$ cat config.mk
export PLATFORM = sky130hd
export DESIGN_NAME = synth_cmd_decoder
export DESIGN_NICKNAME = d
export VERILOG_FILES = /design/src/rtl/synth_pkg.sv /design/src/rtl/synth_timeout.sv /design/src/rtl/synth_cmd_decoder.sv
export SDC_FILE = /design/constraint.sdc
export NUM_CORES = 1
export LEC_CHECK = 0
export CORE_MARGIN = 2
export CORE_UTILIZATION = 58
export CTS_BUF_LIST = sky130_fd_sc_hd__clkbuf_2 sky130_fd_sc_hd__clkbuf_4 sky130_fd_sc_hd__clkbuf_8
export CTS_CLUSTER_SIZE = 40
export DETAILED_ROUTE_END_ITERATION = 8
export PLACE_DENSITY = 0.91
export SLEW_MARGIN = 10
export SYNTH_ARGS = -nofsm -noshare
export SYNTH_HDL_FRONTEND = slang
export SYNTH_SLANG_ARGS = --single-unit
$ cat constraint.sdc
create_clock -name i_clk50mhz -period 5.7 [get_ports i_clk50mhz]
set_input_delay 1.14 -clock i_clk50mhz [delete_from_list [all_inputs] [get_ports i_clk50mhz]]
set_output_delay 1.14 -clock i_clk50mhz [all_outputs]
set_load 0.01 [all_outputs]
$ cat src/rtl/synth_pkg.sv
// rtl/synth_pkg.sv - shared constants, state encoding and wave-code check for the synth command decoder
package synth_pkg;

  localparam logic [7:0] ADDR_WAVE   = 8'h01;
  localparam logic [7:0] ADDR_FREQ   = 8'h02;
  localparam logic [7:0] ADDR_AMP    = 8'h04;
  localparam logic [7:0] COMMIT_BYTE = 8'h00;

  localparam logic [7:0] WAVE_SAW    = 8'h02;
  localparam logic [7:0] WAVE_SQUARE = 8'h03;
  localparam logic [7:0] WAVE_SINE   = 8'h05;

  localparam logic [2:0] RESET_WAVE  = 3'd5;

  typedef enum logic [1:0] {
    ST_IDLE,
    ST_PAYLOAD,
    ST_COMMIT
  } state_t;

  // The whole payload byte is checked, not just the bits that reach o_wave.
  function automatic logic wave_code_ok(input logic [7:0] code);
    return (code == WAVE_SAW) || (code == WAVE_SQUARE) || (code == WAVE_SINE);
  endfunction

endpackage

$ cat src/rtl/synth_timeout.sv
// rtl/synth_timeout.sv - inter-byte idle timer: reload on strobe, count down while enabled, pulse on expiry
module synth_timeout #(
  parameter int unsigned TIMEOUT_CYC = 1_000_000
) (
  input  logic clk,
  input  logic rst_n,
  input  logic load,
  input  logic en,
  output logic expire
);

  localparam int CNT_W = $clog2(TIMEOUT_CYC + 1);

  logic [CNT_W-1:0] count;

  // Combinational so the frame is dropped on the TIMEOUT_CYC-th idle edge; a reload masks it.
  assign expire = en && !load && (count == CNT_W'(1));

  always_ff @(posedge clk) begin
    if (!rst_n) begin
      count <= '0;
    end else if (load) begin
      count <= CNT_W'(TIMEOUT_CYC);
    end else if (!en) begin
      count <= '0;
    end else if (count != '0) begin
      count <= count - CNT_W'(1);
    end
  end

endmodule

$ cat src/rtl/synth_cmd_decoder.sv
// rtl/synth_cmd_decoder.sv - byte-frame decoder driving live wave/freq/amp oscillator registers
module synth_cmd_decoder
  import synth_pkg::*;
#(
  parameter int unsigned FREQ_W      = 24,
  parameter int unsigned AMP_W       = 16,
  parameter int unsigned TIMEOUT_CYC = 1_000_000
) (
  input  logic              i_clk50mhz,
  input  logic              i_rst_n,
  input  logic              i_rx_valid,
  input  logic [7:0]        i_rx_byte,
  output logic [2:0]        o_wave,
  output logic [FREQ_W-1:0] o_freq,
  output logic [AMP_W-1:0]  o_amp,
  output logic              o_update,
  output logic              o_err
);

  localparam int WIDE_W = (FREQ_W > AMP_W) ? int'(FREQ_W) : int'(AMP_W);
  localparam int STG_W  = (WIDE_W > 16) ? WIDE_W : 16;

  state_t           state;
  logic [7:0]       sel;
  logic [7:0]       cnt;
  logic [STG_W-1:0] staging;
  logic             expire;

  synth_timeout #(
    .TIMEOUT_CYC(TIMEOUT_CYC)
  ) u_timeout (
    .clk   (i_clk50mhz),
    .rst_n (i_rst_n),
    .load  (i_rx_valid),
    .en    (state != ST_IDLE),
    .expire(expire)
  );

  always_ff @(posedge i_clk50mhz) begin
    if (!i_rst_n) begin
      state    <= ST_IDLE;
      sel      <= '0;
      cnt      <= '0;
      staging  <= '0;
      o_wave   <= RESET_WAVE;
      o_freq   <= '0;
      o_amp    <= '0;
      o_update <= 1'b0;
      o_err    <= 1'b0;
    end else begin
      o_update <= 1'b0;
      o_err    <= 1'b0;
      if (i_rx_valid) begin
        unique case (state)
          ST_IDLE: begin
            staging <= '0;
            sel     <= i_rx_byte;
            state   <= ST_PAYLOAD;
            if (i_rx_byte == ADDR_WAVE) begin
              cnt <= 8'd1;
            end else if (i_rx_byte == ADDR_FREQ) begin
              cnt <= 8'(FREQ_W / 8);
            end else if (i_rx_byte == ADDR_AMP) begin
              cnt <= 8'(AMP_W / 8);
            end else begin
              o_err <= 1'b1;
              state <= ST_IDLE;
            end
          end
          ST_PAYLOAD: begin
            staging <= {staging[STG_W-9:0], i_rx_byte};
            cnt     <= cnt - 8'd1;
            if (cnt == 8'd1) begin
              state <= ST_COMMIT;
            end
          end
          ST_COMMIT: begin
            state   <= ST_IDLE;
            staging <= '0;
            if (i_rx_byte == COMMIT_BYTE &&
                (sel != ADDR_WAVE || wave_code_ok(staging[7:0]))) begin
              o_update <= 1'b1;
              if (sel == ADDR_WAVE) begin
                o_wave <= staging[2:0];
              end else if (sel == ADDR_FREQ) begin
                o_freq <= staging[FREQ_W-1:0];
              end else begin
                o_amp <= staging[AMP_W-1:0];
              end
            end else begin
              o_err <= 1'b1;
            end
          end
          default: state <= ST_IDLE;
        endcase
      end else if (expire) begin
        o_err   <= 1'b1;
        state   <= ST_IDLE;
        staging <= '0;
        cnt     <= '0;
      end
    end
  end

endmodule

# Yosys cells after proc, flatten, opt, wreduce, memory -nomap -nowiden
# Cells that the tools add are included.
dict set report op_classes {
  addsub 2
  mux 27
  n_reduce_logical 22
  n_eq_ne 18
  bitwise 4
}
# op count
set ops {}
lappend ops {{20-bit two-way mux} 3}
lappend ops {{24-bit two-way mux} 2}
lappend ops {{24-bit one-hot mux with 2 select lines} 1}
lappend ops {{8-bit two-way mux} 5}
lappend ops {{8-bit by 2-bit equality test with 1-bit output, second input constant} 4}
lappend ops {{8-bit by 1-bit equality test with 1-bit output, second input constant} 3}
lappend ops {{20-bit by 1-bit equality test with 1-bit output, second input constant} 1}
lappend ops {{20-bit nonzero test} 1}
lappend ops {{20-bit by 1-bit subtractor with 20-bit output, second input constant} 1}
lappend ops {{8-bit by 3-bit equality test with 1-bit output, second input constant} 2}
lappend ops {{8-bit one-hot mux with 2 select lines} 1}
lappend ops {{1-bit two-way mux} 10}
lappend ops {{5-bit AND reduction} 2}
lappend ops {{8-bit logical NOT} 1}
lappend ops {{8-bit by 1-bit inequality test with 1-bit output, second input constant} 1}
lappend ops {{8-bit by 1-bit subtractor with 8-bit output, second input constant} 1}
lappend ops {{2-bit two-way mux} 3}
lappend ops {{3-bit inequality test, second input constant} 2}
lappend ops {{2-bit AND reduction} 3}
lappend ops {{3-bit AND reduction} 2}
lappend ops {{5-bit inequality test, second input constant} 1}
lappend ops {{1-bit inverter} 4}
lappend ops {{2-bit one-hot mux with 2 select lines} 1}
lappend ops {{4-bit AND reduction} 1}
lappend ops {{12 further kinds} 17}
dict set report word_totals {
  in_bits 11
  reg_bits 107
  output_inout_bits 45
  word_cells 84
}

# Logic depth before layout (Yosys ltp)
dict set report depth {
  depth_word 8
  mapped_depth 8
  depth_no_buf 7
}

# Cells and area by module
# Synthesis repeated with hierarchy kept, for this count alone.
dict set report unflattened {
  cells_unflattened 573
  area_unflattened_um2 4787.1
}
# module cells_per_inst area_each_um2 n_inst
set by_module_without_submodules {}
lappend by_module_without_submodules {synth_cmd_decoder 451 3691.0 1}
lappend by_module_without_submodules {synth_timeout 122 1096.1 1}

# Least setup slack after synthesis
# Ideal clock, no wire load.
dict set report synth_path {
  path_kind {input -> register}
  start {in i_rx_byte[7]}
  end {reg cnt[2]}
  t_required_ps 5580
  setup_slack_ps 2702
  t_arrival_ps 2878
  stages 6
  cell_sequence {or4_4 > or2_4 > o41a_4 > and3_4 > buf_6 > a211o_1}
}
dict set report synth_via {
  elab_chain_cells 5
}
# element line
set synth_lines {}
lappend synth_lines {{start, declared} synth_cmd_decoder.sv:12} ;# input logic [7:0] i_rx_byte,
lappend synth_lines {{8-bit by 2-bit equality test with 1-bit output} synth_cmd_decoder.sv:61} ;# end else if (i_rx_byte == ADDR_FREQ) begin
lappend synth_lines {{8-bit two-way mux} synth_cmd_decoder.sv:61}
lappend synth_lines {{8-bit two-way mux} synth_cmd_decoder.sv:59} ;# if (i_rx_byte == ADDR_WAVE) begin
lappend synth_lines {{8-bit one-hot mux with 2 select lines} synth_cmd_decoder.sv:54} ;# unique case (state)
lappend synth_lines {{8-bit two-way mux} synth_cmd_decoder.sv:53} ;# if (i_rx_valid) begin
lappend synth_lines {{end signal, assigned} synth_cmd_decoder.sv:62} ;# cnt <= 8'(FREQ_W / 8);
lappend synth_lines {{end signal, assigned} synth_cmd_decoder.sv:64} ;# cnt <= 8'(AMP_W / 8);
lappend synth_lines {{end signal, assigned} synth_cmd_decoder.sv:72} ;# cnt <= cnt - 8'd1;
lappend synth_lines {{end, declared} synth_cmd_decoder.sv:25} ;# logic [7:0] cnt;
# Parallel ways exist; a longest one is shown, timed or not.
# A chain may end at the register's enable or synchronous reset.

# Final worst setup path
dict set report layout_path {
  start {in i_rx_byte[3]}
  end {reg o_freq[2]}
}
dict set report layout_via {
  elab_chain_cells 3
}
# element line
set layout_lines {}
lappend layout_lines {{8-bit logical NOT} synth_cmd_decoder.sv:80} ;# if (i_rx_byte == COMMIT_BYTE &&
lappend layout_lines {{1-bit logical AND} synth_cmd_decoder.sv:80}
lappend layout_lines {{5-bit AND reduction (no line)} --}
lappend layout_lines {{end signal, assigned} synth_cmd_decoder.sv:86} ;# o_freq <= staging[FREQ_W-1:0];
lappend layout_lines {{end, declared} synth_cmd_decoder.sv:14} ;# output logic [FREQ_W-1:0] o_freq,
# Every way passes these cells.

==> qor_table.md <==
| Step | Item | Value |
| --- | --- | --- |
| sta | Final hold violation count | 0 |
| sta | Minimum clock period | 3290 ps |
| drt | Count of nets left with antenna violations after detail routing | 0 |
| clock tree | Number of buffers added by the clock tree synthesis step | 9 |
| drt | Post-detailed-route via-to-cell ratio | 5.76 |
| floorplan | Boundary Pins | 56 |
| place | Total instance count after detailed placement | 638 |
| clock tree | Cell at the root of the clock tree | clkbuf_8 |
| power and ir drop | Worst voltage drop across the vdd grid | 0.141 mV |
| drt | Length of the first detailed-routing pass in iterations | 5 |
| worst setup path | Worst stage delay on the critical path | 600 ps |
| yosys | Cells after synthesis | 503 |
| final layout | Layout cells sized above 1 | 6.52% |
| global routing | Maximum number of pins on one net before global-route repair | 91 |
| min path | Hold/Removal Path Class | flip-flop to flip-flop |
| yosys | Post-Synthesis Net Count | 519 |
| sta | Number of setup violations in the final report | 0 |
| final layout | Net count of the finished layout | 563 |
| place | Number of buffers inserted by port buffering | 55 |
| yosys | Netlist area before placement | 4720 um^2 |
| sta | Achievable Freq | 304 MHz |
| clock tree | Maximum clock path buffer count | 2 |
| sta | Post-route worst hold slack | 470 ps |
| worst setup path | Critical Path AT | 3550 ps |
| yosys | Seq cells post-synth | 107 |
| worst setup path | Kind of cell adding the most delay to the critical path | simple AND/OR/NAND/NOR gates |
| yosys | Most used DFF post-synth | dfxtp_1 |
| place | Estimated wirelength of the detail-placed design | 6960 um |
| global routing | Initial antenna violation count | 0 |
| final layout | Filler cell count | 585 |
| drt | DRC violations left | 0 |
| floorplan | Floorplan Core Area | 7810 um^2 |
| sta | Fin Setup TNS | 0 ps |
| floorplan | Die Y | 94.2 um |
| sta | Maximum clock skew at final layout | 13.1 ps |
| drt | Drt first-iter violations | 222 |
| sta | Ratio of final minimum period to clock period | 57.6% |
| floorplan | Die Area | 8880 um^2 |
| global routing | First-pass GRT wire length | 16,700 um |
| power and ir drop | Switching Power | 0.000331 W |
| power and ir drop | Total internal power | 0.000958 W |
| final layout | Leading cell type in the layout, fill and taps excluded | dfxtp_1 |
| final layout | Signed area change from the synthesized netlist to the final layout | 16.0% |
| global routing | GRT Overall Usage | 23.5% |
| final layout | Antenna cell count | 0 |
| place | Placement-stage cell area | 5290 um^2 |
| clock tree | Hold-fix buffers, CTS | 0 |
| power and ir drop | Comb pwr share | 6.6% |
| yosys | Synth Warn # | 0 |
| yosys | Mean post-synth cell area | 9.39 um^2 |
| worst setup path | Sort of element at the end of the critical path | flip-flop |
| sta | Slew Viols, Final | 0 |
| floorplan | Effective utilization at floorplan | 60.5% |
| sta | Max transition margin | 35.9% |
| worst setup path | Data required time of the critical path | 5960 ps |
| worst setup path | Crit path max-delay cell type | or4_4 |
| global routing | Remaining global-route overflow | 0 |
| clock tree | Clock sinks | 107 |
| sta | Min setup slack post-route | 2410 ps |
| worst setup path | Cell-by-cell listing of the critical path | clkdlybuf4s50_1 -> or4_4 -> nor4_4 -> and4b_1 -> buf_4 -> mux2i_1 -> nor2b_1 |
| yosys | Share of synthesized flip-flops with an asynchronous set or reset | 0% |
| run status | Outcome | finished, final reports clean |
| clock tree | CTS H-tree depth | 3 |
| yosys | Sequential cell area fraction in the yosys report | 45.4% |
| clock tree | Clock Pin Slew Worst Setup and Hold Paths | 100 ps |
| floorplan | Site row count | 32 |
| worst setup path | Number of buffers and inverters on the critical path | 2 |
| yosys | Count of flip-flops with a built-in enable after synthesis | 0 |
| power and ir drop | Fraction of power consumed by sequential logic | 59.1% |
| final layout | Final Instance Area | 5480 um^2 |
| worst setup path | Crit Path Max Fanout | 24 |
| global routing | Number of global-route vias before repair | 3,573 |
| worst setup path | Critical path launch point type | input port |
| floorplan | Die X | 94.2 um |
| yosys | Count of unique library cells instantiated by Yosys | 49 |
| worst setup path | Startpoint-to-endpoint class of the critical path | input port to flip-flop |
| place | Pre-CTS setup slack | 2060 ps |
| place | Final RePlAce weighted congestion | 0.881 |
| power and ir drop | Portion of total power attributed to the clock network | 34.3% |
| clock tree | Source-to-sink clock delay at the later pin of the worst-skew pair | 370 ps |
| flow run | Reported max-cap violation count | 0 |
| final layout | Commonest cells after routing, fill and taps aside | dfxtp_1 (107), clkdlybuf4s50_1 (54), nand2_1 (53) |
| sta | Transition time at the pin with the least slew margin | 962 ps |
| sta | Unrepaired setup endpoints after global routing | false |
| drt | Wirelength per Cell | 15.6 um |
| clock tree | Resized Gates After CTS | 0 |
| clock tree | Post-CTS Setup Inserts | 0 |
| power and ir drop | Sw Share | 25.7% |
| drt | Aggregate routed wire length | 10,200 um |
| power and ir drop | Power per cell area | 235 nW/um^2 |
| power and ir drop | Static Leakage | 2.09 nW |
| final layout | Post-Layout Cell Count | 654 |
| drt | Total vias in the final route | 3,768 |
| clock tree | TritonCTS clock tree | yes |
[per-stage QoR]
stage                     utilization, %  total power, W
final                               70.1         0.00129
after CTS                           70.1         0.00129
after detailed placement            67.8        0.000862
after global placement              67.8        0.000857
after floorplan                        -        0.000838
after global routing                70.1         0.00133
[metal layers]
metal / track usage, % / wire (um)
met4: 7.73 / 105
met5: 0 / 0
met2: 37.6 / 4770
met1: 32.9 / 4800
met3: 2.89 / 531
[cell families (layout without fill, tap and decap cells)]
group	Yosys count	in the layout	synth area share (%)
AND/OR/NAND/NOR	196	196	22.8
flip-flops	107	107	45.4
AO/OA/AOI/OAI	98	98	14.0
multiplexers	44	44	9.35
buffers and inverters	32	81	3.29
XOR/XNOR	21	21	3.89
adder cells (fa/ha/maj)	5	5	1.32
[power by group through the flow]
| stage | registers [W] | clock network, W | logic, W |
|---|---|---|---|
| final | 0.000761 | 0.000442 | 0.0000849 |
| after global routing | 0.000762 | 0.000475 | 0.0000926 |
| after CTS | 0.000761 | 0.000447 | 0.0000839 |
| after detailed placement | 0.000778 | 0 | 0.0000832 |
| after global placement | 0.000777 | 0 | 0.0000800 |
| after floorplan | 0.000777 | 0 | 0.0000612 |
[final cells by class]
class	instances	area [um^2]	area share [%]
multi-input combinational	364	2420	44.3
clock buffer	9	124	2.26
tap	102	128	2.33
clock inverter	7	60.1	1.10
timing repair buffer	59	576	10.5
inverter	6	22.5	0.411
sequential	107	2140	39.1
[path summary, 6_finish.rpt]
kind	from	end	cells after the start	slack, ps
hold / removal	sel[6]	sel[6]	2	470
setup reg to reg	state[0]	cnt[2]	5	3190
hold reg to reg	sel[6]	sel[6]	2	470
setup / recovery	i_rx_byte[3]	o_freq[2]	7	2410
[worst reg2reg max path, cell delays in order, from the launching register on]
cell	delay, ps
dfxtp_1	450
nor2b_1	440
and2_1	840
nand2_1	340
nor3b_1	270
a211o_1	120
[state kept, by name, summed over array words and instances, names as in the netlist]
signal and cells:
o_freq 24, o_err 1, o_wave 3, sel 8
u_timeout.count 20, o_amp 16, state 2, o_update 1
cnt 8, staging 24
[cell usage after synthesis, types with 3 or more instances]
cell type	count	area (um^2)
o211ai_1	4	30.0
nand4_1	5	31.3
ha_1	5	62.6
and3_1	7	43.8
xor2_1	17	149
nand2_1	53	199
nor2_1	24	90.1
nand2b_1	3	18.8
a21oi_1	5	25.0
a211o_1	4	35.0
nand3_1	9	45.0
nor2b_1	46	288
or4_1	4	30.0
nor4_1	8	50.1
inv_1	6	22.5
a21boi_0	34	255
and2_1	3	18.8
clkbuf_1	20	75.1
nand4b_1	3	26.3
mux2i_1	43	430
dfxtp_1	107	2140
buf_6	4	45.0
xnor2_1	4	35.0
o21ai_0	42	210
nor3_1	10	50.1
or2_2	4	25.0
Note: power is estimated with default switching activity, not from simulation.
==> RTL edit 1, RTL diff (same flow settings) <==
Add an input register stage for `i_rx_byte`, cleared by the reset; this delays it by one clock. The other inputs are not delayed to match.
--- a/src/rtl/synth_cmd_decoder.sv
+++ b/src/rtl/synth_cmd_decoder.sv
@@ -19,6 +19,16 @@
 
   localparam int WIDE_W = (FREQ_W > AMP_W) ? int'(FREQ_W) : int'(AMP_W);
   localparam int STG_W  = (WIDE_W > 16) ? WIDE_W : 16;
+
+  logic [7:0] i_rx_byte_q;
+
+  always_ff @(posedge i_clk50mhz) begin
+    if (!i_rst_n) begin
+      i_rx_byte_q <= '0;
+    end else begin
+      i_rx_byte_q <= i_rx_byte;
+    end
+  end
 
   state_t           state;
   logic [7:0]       sel;
@@ -54,13 +64,13 @@
         unique case (state)
           ST_IDLE: begin
             staging <= '0;
-            sel     <= i_rx_byte;
+            sel     <= i_rx_byte_q;
             state   <= ST_PAYLOAD;
-            if (i_rx_byte == ADDR_WAVE) begin
+            if (i_rx_byte_q == ADDR_WAVE) begin
               cnt <= 8'd1;
-            end else if (i_rx_byte == ADDR_FREQ) begin
+            end else if (i_rx_byte_q == ADDR_FREQ) begin
               cnt <= 8'(FREQ_W / 8);
-            end else if (i_rx_byte == ADDR_AMP) begin
+            end else if (i_rx_byte_q == ADDR_AMP) begin
               cnt <= 8'(AMP_W / 8);
             end else begin
               o_err <= 1'b1;
@@ -68,7 +78,7 @@
             end
           end
           ST_PAYLOAD: begin
-            staging <= {staging[STG_W-9:0], i_rx_byte};
+            staging <= {staging[STG_W-9:0], i_rx_byte_q};
             cnt     <= cnt - 8'd1;
             if (cnt == 8'd1) begin
               state <= ST_COMMIT;
@@ -77,7 +87,7 @@
           ST_COMMIT: begin
             state   <= ST_IDLE;
             staging <= '0;
-            if (i_rx_byte == COMMIT_BYTE &&
+            if (i_rx_byte_q == COMMIT_BYTE &&
                 (sel != ADDR_WAVE || wave_code_ok(staging[7:0]))) begin
               o_update <= 1'b1;
               if (sel == ADDR_WAVE) begin
Formal check against the unedited RTL: not equivalent (a bounded check fails within 4 cycles, from zero or initial values and one cycle with i_rst_n low).
==> RTL edit 1 against the original RTL <==
  * Clock power is 64% higher
  * Critical path type unchanged
  * Sequential cell count increased by 8
  * Power up 28%
  * Largest power group unchanged
  * Cell area rose by 2.7%
  * Setup slack worse by 0.18 ns
  * Non-clock buffer count shrank 2
  * Routed wire length is 9.6% higher
  * Area after synthesis up 0.53%
  * Via count increased by 14%
  * Die area increased by 0.51%
==> RTL edit 1: results (changes against the original RTL) <==
[pwr]
p_leak_nw=2.05  ; was 2.09 nW
peakVddDrop_mv=0.188  ; was 0.141 mV

[cells_and_area]
final_nets=603  ; was 563
layout.cells.non_filler=702  ; was 654
post_route_cells_drive_above_1_share=0.0867  ; was 0.0652
fillerInstances=560  ; was 585

[global_routing]
groute.layer.met1.usage=0.327  ; was 0.329
via_count_of_the_first_global_routing_pass=4006  ; was 3573
gr-usage-all-layers=0.260  ; was 0.235
grt_util_met2=0.430  ; was 0.376

[placement]
place_congestion=0.886  ; was 0.881
placed_cells_incl_taps=670  ; was 638

[clocking]
worst_skew_pair.late_latency_ns=0.43  ; was 0.37 ns
h-tree-depth=4  ; was 3

[detailed_routing]
first_iter_violations=422  ; was 222
firstDrtPassIters=9  ; was 5
wl_met2_um=5500  ; was 4770 um
wirelength_met1_um=4610  ; was 4800 um
met3_length_um=801  ; was 531 um

[sta]
worst_hold_slack_ns=0.451  ; was 0.470 ns
timing_worst_slew_pin_value_ns=1.26  ; was 0.962 ns

[status]
status=finished clean  ; unchanged

[synth]
synth_fp_nets=564  ; was 519
ys_top_cells_by_count=sky130_fd_sc_hd__dfxtp_1 (115), sky130_fd_sc_hd__nand2_1 (97), sky130_fd_sc_hd__nor2_1 (61)  ; was sky130_fd_sc_hd__dfxtp_1 (107), sky130_fd_sc_hd__nand2_1 (53), sky130_fd_sc_hd__nor2b_1 (46)
synth.avg_cell_area_um2=8.66  ; was 9.39 um2
synth_cell_types=60  ; was 49

[critical_path]
reg2reg_setup_slack_ns=2.62  ; was 3.19 ns
timing.rr.end=staging[2]  ; was cnt[2]
worstReg2RegStart=u_timeout.count[9]  ; was state[0]

[min_path]
min-delay-start=o_freq[17]  ; was sel[6]

## RTL edit 1: cell types whose count changed after synthesis, moves of 9 or more
cell,unedited run,this run
sky130_fd_sc_hd__nor2_1,24,61
sky130_fd_sc_hd__a21boi_0,34,0
sky130_fd_sc_hd__nand4_1,5,14
sky130_fd_sc_hd__mux2i_1,43,9
sky130_fd_sc_hd__o21ai_0,42,22
sky130_fd_sc_hd__a32oi_1,0,25
sky130_fd_sc_hd__nand2_1,53,97
sky130_fd_sc_hd__a21oi_1,5,41
sky130_fd_sc_hd__nor2b_1,46,2
## RTL edit 1: worst min-delay path, cell delays in order, from the launching register on
cell                      delay, ns
sky130_fd_sc_hd__dfxtp_1       0.31
sky130_fd_sc_hd__nand2_1       0.05
sky130_fd_sc_hd__a21oi_1       0.05
## RTL edit 1: worst max path at each step
| stage | start | endpoint | slack, ns | cells past startpoint |
|---|---|---|---|---|
| 2_1_floorplan | i_rx_valid | o_freq[10] | 3.30 | 6 |
| 3_3_place_gp | i_rx_valid | o_freq[10] | 1.87 | 6 |
| 3_5_place_dp | i_rx_valid | o_freq[11] | 1.81 | 6 |
| 4_1_cts | i_rx_valid | o_freq[13] | 2.24 | 6 |
| 5_1_grt | i_rx_valid | o_freq[11] | 1.99 | 6 |
| 6_report | i_rx_valid | o_freq[13] | 2.24 | 6 |
## RTL edit 1: power by group
part           leakage (nW)  switching, mW  internal (mW)
Combinational         0.921         0.0587         0.0382
Sequential            0.932         0.0134          0.814
Clock                 0.195          0.367          0.356
Total                  2.05          0.439           1.21
## RTL edit 1: layout make-up
type	instances	area, um2	area share
repair buffers	57	566	0.101
clock inverters	15	149	0.0265
well taps	102	128	0.0227
multi-input cells	387	2210	0.393
clock buffers	17	234	0.0416
inverters	9	33.8	0.00601
flip-flops and latches	115	2300	0.409
==> RTL edit 2, RTL diff (same settings) <==
Made on the original files. The parameter `FREQ_W` goes from 24 to 48.
--- a/src/rtl/synth_cmd_decoder.sv
+++ b/src/rtl/synth_cmd_decoder.sv
@@ -2,7 +2,7 @@
 module synth_cmd_decoder
   import synth_pkg::*;
 #(
-  parameter int unsigned FREQ_W      = 24,
+  parameter int unsigned FREQ_W      = 48,
   parameter int unsigned AMP_W       = 16,
   parameter int unsigned TIMEOUT_CYC = 1_000_000
 ) (
Interface: changed (resized o_freq); port bits go from 56 to 80. The function was not compared with the original's and may differ.
==> RTL edit 2 against the original RTL <==
  * Via count up 34%
  * Power is 56% higher
  * Area after synthesis grew 25%
  * Synthesized cell count is 35% higher
  * Routed wire length rose by 36%
  * Setup slack got worse by 0.22 ns
  * Cell area rose by 30%
  * Sequential cell count rose by 48
  * Critical endpoint is now cnt[5]
==> RTL edit 2: results (changes against the original RTL) <==
[global_routing]
global_route_wire_length_before_repair_um=23100  ; was 16700 um
via_count_of_the_first_global_routing_pass=4858  ; was 3573
gr-usage-all-layers=0.258  ; was 0.235
grt_start_max_net_pins=50  ; was 91

[detailed_routing]
wirelength_um=13900  ; was 10200 um
wirelength_met1_um=6140  ; was 4800 um
wl_met2_um=6870  ; was 4770 um
via_count=5065  ; was 3768
met3_length_um=576  ; was 531 um
post_drt_via_cell_ratio=5.71  ; was 5.76

[placement]
place_area_um2=6730  ; was 5290 um2
io_buffer_count=79  ; was 55
placed_cells_incl_taps=855  ; was 638
dpl_worst_slack_ns=1.77  ; was 2.06 ns
dp.final_hpwl_um=9450  ; was 6960 um

[synth]
synth_fp_nets=696  ; was 519
postSynthCellCount=680  ; was 503
synth_cell_types=58  ; was 49
synth_compound_gate_area_share=0.181  ; was 0.140
post_synth_main_area_contributors=sky130_fd_sc_hd__dfxtp_1 (52%), sky130_fd_sc_hd__nand2_1 (10%), sky130_fd_sc_hd__a21oi_1 (7.0%), sky130_fd_sc_hd__a22o_1 (4.9%), sky130_fd_sc_hd__nor2_1 (2.8%)  ; was sky130_fd_sc_hd__dfxtp_1 (45%), sky130_fd_sc_hd__mux2i_1 (9.1%), sky130_fd_sc_hd__nor2b_1 (6.1%), sky130_fd_sc_hd__a21boi_0 (5.4%), sky130_fd_sc_hd__o21ai_0 (4.5%)

[status]
status=finished clean  ; unchanged

[clocking]
clk_pin_slew_worst_paths_ns=0.08  ; was 0.10 ns
worst_skew_pair.late_latency_ns=0.45  ; was 0.37 ns

[cells_and_area]
largest_registers=o_freq x48, staging x48, u_timeout.count x20  ; was o_freq x24, staging x24, u_timeout.count x20
area_delta_synth_final_pct=20.6  ; was 16.0%
post_route_cells_drive_above_1_share=0.0650  ; was 0.0652
final_nets=757  ; was 563

[sta]
maxSlewHeadroom=0.225  ; was 0.359

[critical_path]
path_max_fanout=36  ; was 24
cp_data_arrival_time_ns=3.89  ; was 3.55 ns

[pwr]
p_int_mw=1.52  ; was 0.958 mW
p_leak_nw=2.53  ; was 2.09 nW

-- RTL edit 2: worst paths after layout --
check | end | slack [ns] | cells past startpoint
setup / recovery | cnt[5] | 2.20 | 5
hold / removal | o_freq[44] | 0.45 | 2
setup reg to reg | cnt[5] | 3.03 | 4
hold reg to reg | o_freq[44] | 0.45 | 2
-- RTL edit 2: logic make-up (layout without fill, tap and decap cells) --
| group | Yosys count | after routing |
|---|---|---|
| and+or+nand+nor | 285 | 285 |
| buffers and inverters | 51 | 125 |
| muxes | 2 | 2 |
| AOI/OAI and AO/OA | 167 | 167 |
| xor gates and xnor gates | 15 | 15 |
| DFF | 155 | 155 |
| adders and majority gates | 5 | 5 |
-- RTL edit 2: power groups by stage --
stage	sequential (mW)	clock [mW]	combinational (mW)
2_1_floorplan	1.12	0	0.0674
3_3_place_gp	1.12	0	0.0880
3_5_place_dp	1.12	0	0.0920
4_1_cts	1.10	0.822	0.0932
5_1_grt	1.10	0.871	0.104
6_report	1.10	0.818	0.0940
-- RTL edit 2: area by class of cell --
class / count / area share
multi-input cells: 474 / 0.365
inverters: 9 / 0.00473
clock buffers: 20 / 0.0386
flip-flops and latches: 155 / 0.435
repair buffers: 84 / 0.116
well taps: 133 / 0.0233
clock inverters: 12 / 0.0177
-- RTL edit 2: worst max-delay path, cell delays in order --
cell                              delay (ns)
sky130_fd_sc_hd__clkdlybuf4s50_1        0.66
sky130_fd_sc_hd__and3b_1                0.67
sky130_fd_sc_hd__and2_1                 1.00
sky130_fd_sc_hd__and3_1                 0.30
sky130_fd_sc_hd__a221o_1                0.11
